## src/rtl/adc_pkg.sv

```systemverilog
`default_nettype none
// +--------------------------------------------------------------------+
// | adc_pkg : constants shared by the ADC128S-style SPI slave model     |
// | Rev 1.0                                                             |
// +--------------------------------------------------------------------+
package adc_pkg;

  localparam int FRAME_BITS = 16;
  localparam int CH_SEL_MSB = 13;
  localparam int CH_SEL_LSB = 11;

  localparam logic [2:0] CH_LD_LFT  = 3'd0;
  localparam logic [2:0] CH_LD_RGHT = 3'd4;
  localparam logic [2:0] CH_STEER   = 3'd5;
  localparam logic [2:0] CH_BATT    = 3'd6;

  localparam logic [4:0] BIT_CNT_FULL = 5'(FRAME_BITS);

endpackage
`default_nettype wire

```

## src/rtl/spi_edge_sync.sv

```systemverilog
`default_nettype none
// +--------------------------------------------------------------------+
// | spi_edge_sync : double-flop sync of SS_n/SCLK/MOSI plus edge pulses |
// | Rev 1.0                                                             |
// +--------------------------------------------------------------------+
module spi_edge_sync
  import adc_pkg::*;
(
  input  logic clk,
  input  logic rst_n,
  input  logic ss_n_in,
  input  logic sclk_in,
  input  logic mosi_in,
  output logic ss_n_sync,
  output logic mosi_sync,
  output logic sclk_rise,
  output logic sclk_fall,
  output logic ss_fall,
  output logic ss_rise
);

  logic [2:0] ss_q, ss_d;
  logic [2:0] sclk_q, sclk_d;
  logic [1:0] mosi_q, mosi_d;

  always_comb begin
    ss_d   = {ss_q[1:0], ss_n_in};
    sclk_d = {sclk_q[1:0], sclk_in};
    mosi_d = {mosi_q[0], mosi_in};
  end

  // Idle bus state on reset so no spurious edge follows reset release.
  always_ff @(posedge clk or negedge rst_n) begin
    if (!rst_n) begin
      ss_q   <= 3'b111;
      sclk_q <= 3'b000;
      mosi_q <= 2'b00;
    end else begin
      ss_q   <= ss_d;
      sclk_q <= sclk_d;
      mosi_q <= mosi_d;
    end
  end

  assign ss_n_sync = ss_q[1];
  assign mosi_sync = mosi_q[1];
  assign sclk_rise = sclk_q[1] & ~sclk_q[2];
  assign sclk_fall = ~sclk_q[1] & sclk_q[2];
  assign ss_fall   = ~ss_q[1] & ss_q[2];
  assign ss_rise   = ss_q[1] & ~ss_q[2];

endmodule
`default_nettype wire

```

## config.mk

```make
export PLATFORM = sky130hd
export DESIGN_NAME = spi_edge_sync
export DESIGN_NICKNAME = d
export VERILOG_FILES = /design/src/rtl/adc_pkg.sv /design/src/rtl/spi_edge_sync.sv
export SDC_FILE = /design/constraint.sdc
export NUM_CORES = 1
export LEC_CHECK = 0
export ABC_AREA = 1
export BUFFER_PORTS_ARGS = -buffer_cell sky130_fd_sc_hd__buf_2
export CORE_AREA = 5 5 42 44
export CTS_CLUSTER_DIAMETER = 60
export DETAILED_ROUTE_END_ITERATION = 6
export DIE_AREA = 0 0 47 49
export PLACE_DENSITY = 0.46
export SLEW_MARGIN = 20
export SYNTH_ARGS = -nofsm -noshare
export SYNTH_HDL_FRONTEND = slang
export SYNTH_SLANG_ARGS = --single-unit
```

## constraint.sdc

```tcl
create_clock -name clk -period 2.35 [get_ports clk]
set_input_delay 0.705 -clock clk [delete_from_list [all_inputs] [get_ports clk]]
set_output_delay 0.705 -clock clk [all_outputs]
set_load 0.01 [all_outputs]
```

* Word-level counts from Yosys, hierarchy flattened
Index checks and enable logic that the tools add are counted.
** Cells by class
- Bitwise logic cells :: 8
** Operator list (number)
- bitwise AND 1 bit :: 4
- inverter 1 bit :: 4
** Word-level totals
- Flip-flop bits (word level) :: 8
- Output and inout bits :: 6
- Logic and storage cells :: 11

* Logic depth before layout (Yosys ltp)
- Depth after elaboration :: 2
- Depth in mapped cells :: 2
- Gate-level depth less buffers :: 2

* Worst setup path after synthesis
OpenSTA, ideal clock, no wires.
- Path type :: flip-flop to output port
- Start point :: register ss_q[1]
- End point :: output port ss_rise
- Arrival time :: 0.754 ns
- Buffers on the path :: 0
- Path slack :: 0.891 ns
- Cell stages (with the launch flop) :: 3
- Cell sequence :: dfstp_2 -> inv_1 -> nor2_1
** Between the ends
- Word-level cells in the longest chain between the ends :: 1
** Ends and longest elaborated chain
- start, declared :: RTL line spi_edge_sync.sv:22 : logic [2:0] ss_q, ss_d;
- start signal, assigned :: RTL line spi_edge_sync.sv:39 : ss_q <= ss_d;
- bitwise AND 1 bit :: RTL line spi_edge_sync.sv:50 : assign ss_rise = ss_q[1] & ~ss_q[2];
- end, declared :: RTL line spi_edge_sync.sv:19 : output logic ss_rise
Every way passes these cells.

* Worst setup path in the final report
Same ends and word-level chain as after synthesis.

==> results.md <==
- Summing all placed instances gives a cell area of roughly 300 sq um.
- Across the VDD grid, the largest voltage drop is approximately 0.37 mV.
- The sequential cell area is slightly above 200 sq um.
- In this run the static leakage power is about 0.18 nW.
- Fill cells in the final layout number approximately 160.
- The clock root buffer master is clkbuf_4.
- The number of clock sinks is 8.
- The transition time at the pin with the least slew margin is between 150 and 200 ps.
- Setup repair after global routing left no endpoint under its margin.
- Row generation in the floorplan step produced 14 rows.
- The clock slew seen by the registers of the worst setup and hold paths is around 60 ps.
- Measured along the y axis, the die boundary spans just under 50 um.
- The clock passes through at most 2 buffers.
- Along the worst path, the maximum fanout reaches 4.
- The worst register-to-register path begins at ss_q[1].
- The final layout net count is 36.
- 11 I/O pins were placed.
- Adding up every negative setup slack in the final design gives 0 ps.
- The HPWL after detailed placement is around 290 um.
- The via count of the first global-routing pass is 170.
- The wire length after detailed routing is ~370 um.
- For this configuration, the core starts out at a cell density of ~17%.
- The multi-input combinational cells in the finished layout cover a total of 15.01 sq um.
- The type of element launching the critical path is a register.
- After detailed routing, the number of remaining DRC violations is 0.
- Clock latency on the worst-skew pair, taken at its later pin, is roughly 250 ps.
- The Yosys step of the flow raised 0 warnings.
- The die footprint is 2303 sq um.
- The total of hold buffers inserted after clock tree synthesis is 0.
- The initial antenna violation count is 0.
- The detail route stage leaves a number of antenna-violating nets equal to 0.
- The total area inside the core boundary comes to ~1400 sq um.
- Setup violations remaining at the end of the flow were counted as 0.
- The number of placed instances with taps included is 42.
- The layout overhead on the synthesized area is 41.18%.
- At the placement stage, the worst setup path has a slack of roughly 850 ps.
- The width of the chip is about 47 um.
- The run finished with clean final reports.
- Excluding fillers, the count of instances in the completed layout stands at between 40 and 50.
- The number of DRC markers after the initial detailed-route iteration is 3.
- After synthesis the netlist holds a flip-flop and latch count of 8.
- Dividing the detail-routed via count by the number of cells gives 3.065.
- For the worst setup path, the data arrival time is 1040 ps.
- The number of nets in the synthesized netlist is 21.
- At the end of routability-driven placement, the weighted congestion stood at around 0.64.
- In the final routed layout, each cell accounts on average for 8.043 um.
- Counting every instance in the synthesized netlist gives 16.
- The count of final max-slew check failures was 0.
- The count of buffers added on input and output ports is 10.
- The final count of hold timing violations was 0.
- 0 antenna diodes ended up in the layout.
- The critical path data required time is 1640 ps.
- The number of post-CTS setup repair buffers is 0.
- The clock tree from TritonCTS is built.
- The number of cells on the worst reg-to-reg path is 0.
- The share of final-layout standard cells stronger than drive strength 1 is between 50% and 60%.
- The final route contains 141 vias.
- Among all stages on the critical path, the largest delay is contributed by dfstp_2.
- Entering global routing, the biggest net connects 9 pins.
- The cell area after synthesis is between 200 and 250 sq um.
- Of the synthesized area, sequential elements account for 87.17%.
- The H-tree depth is 1.
- The critical path is of the reg -> out type.
- The pre-antenna-repair detailed-routing pass consisted of 3 iterations.
- The post-route worst setup slack is slightly above 600 ps.
- For this run, the top clock speed supported by timing is 574.4 MHz.
- The number of cells upsized or downsized after cts is 0.
- The wire length of the first global-routing pass is roughly 670 um.
- In this design, the stage delay of the slowest critical-path cell is ~540 ps.
- The post-synthesis cell type count is 4.
- Power spread over the standard cell area amounts to 831.5 nW/um^2.
- The share of the cycle needed by the critical path after routing is roughly three quarters.
- In the global route stage, overall resource usage came out at roughly 4.6%.
- The shortest period the worst path allows is about 1700 ps.
- The overall overflow remaining after global route is 0.
- Traced cell by cell, the critical path runs through inv_1 -> nor2_1 -> buf_2.
- Across the run, the number of max-cap violations was 0.
- Once layout is done, the placed cells without fillers occupy approximately 330 sq um.
- The headroom to the max-slew limit is 88.67%.
- The setup slack of the worst register-to-register path is between 1500 and 2000 ps.
- The total clock buffers created by CTS is 3.
- STA classifies the critical path endpoint as an output port.
- The class of the most critical hold timing path is in -> async.
- The clock skew after layout is between 9 and 10 ps.
- The mean instance size in the synthesized netlist is 14.62 sq um.
- The capture point of the worst reg-to-reg path is ss_q[2].
-- how the worst max path moves through the flow --
stage	start	to	slack [ps]
final	ss_q[1]	ss_rise	610
after global routing	ss_q[1]	ss_rise	510
after CTS	ss_q[1]	ss_rise	580
after detailed placement	ss_q[1]	ss_rise	850
after global placement	ss_q[1]	ss_rise	890
after floorplan	ss_q[1]	ss_rise	890
-- sequential cells by signal, summed over array words and instances (netlist names) --
| signal | count |
|---|---|
| sclk_q | 3 |
| ss_q | 3 |
| mosi_q | 2 |
-- cells by family after synthesis --
kind of cell           after synthesis  synth area share, %
buffers and inverters                4                6.415
and+or+nand+nor                      4                6.415
DFF                                  8                87.17
-- cell type report --
class,count,share of cell area (%)
Sequential cell,8,61.74
Tap cell,16,6.061
Timing Repair Buffer,10,15.15
Clock buffer,4,7.955
Inverter,4,4.545
Multi-Input combinational cell,4,4.545
-- report_power, final --
| part | internal [mW] | switching [mW] | leakage (nW) |
|---|---|---|---|
| clock | 0.0647 | 0.0436 | 0.0150 |
| sequential | 0.147 | 0.00309 | 0.0898 |
| combinational | 0.00709 | 0.00911 | 0.0719 |
| total | 0.219 | 0.0558 | 0.177 |
-- layout by cell type (no fill, tap or decap) --
master    count
buf_2        10
clkbuf_1      1
clkbuf_4      3
nor2_1        4
dfrtp_1       5
dfstp_2       3
inv_1         4
-- worst max-delay path, delay by kind of cell, from the launching register on --
kind                   cells  cell delay [ps]
and+or+nand+nor            1               80
buffers and inverters      2              180
DFF                        1              540
-- Yosys cell counts --
cell / n / area share (%)
dfstp_2: 3 / 34
inv_1: 4 / 6.4
dfrtp_1: 5 / 53
nor2_1: 4 / 6.4
-- per-layer routing --
layer | GRT usage (%) | up-vias | wire length [um]
li1 | - | 73 | -
met1 | 4.328 | 55 | 157
met2 | 5.430 | 11 | 125
met3 | 5.535 | 2 | 80
met4 | 2.765 | 0 | 7
met5 | 0 | - | 0
-- per-stage QoR --
| step | hold slack, ps | utilization, % | power, mW |
|---|---|---|---|
| global route | 273.7 | 23.57 | 0.2977 |
| CTS | 273.8 | 23.57 | 0.2840 |
| global placement | 331.3 | 21.70 | 0.1681 |
| finish | 278.9 | 23.57 | 0.2747 |
| detailed placement | 344.9 | 21.70 | 0.1693 |
| floorplan | 331.2 | - | 0.1575 |
No activity file was read; power rests on OpenSTA's default activity.
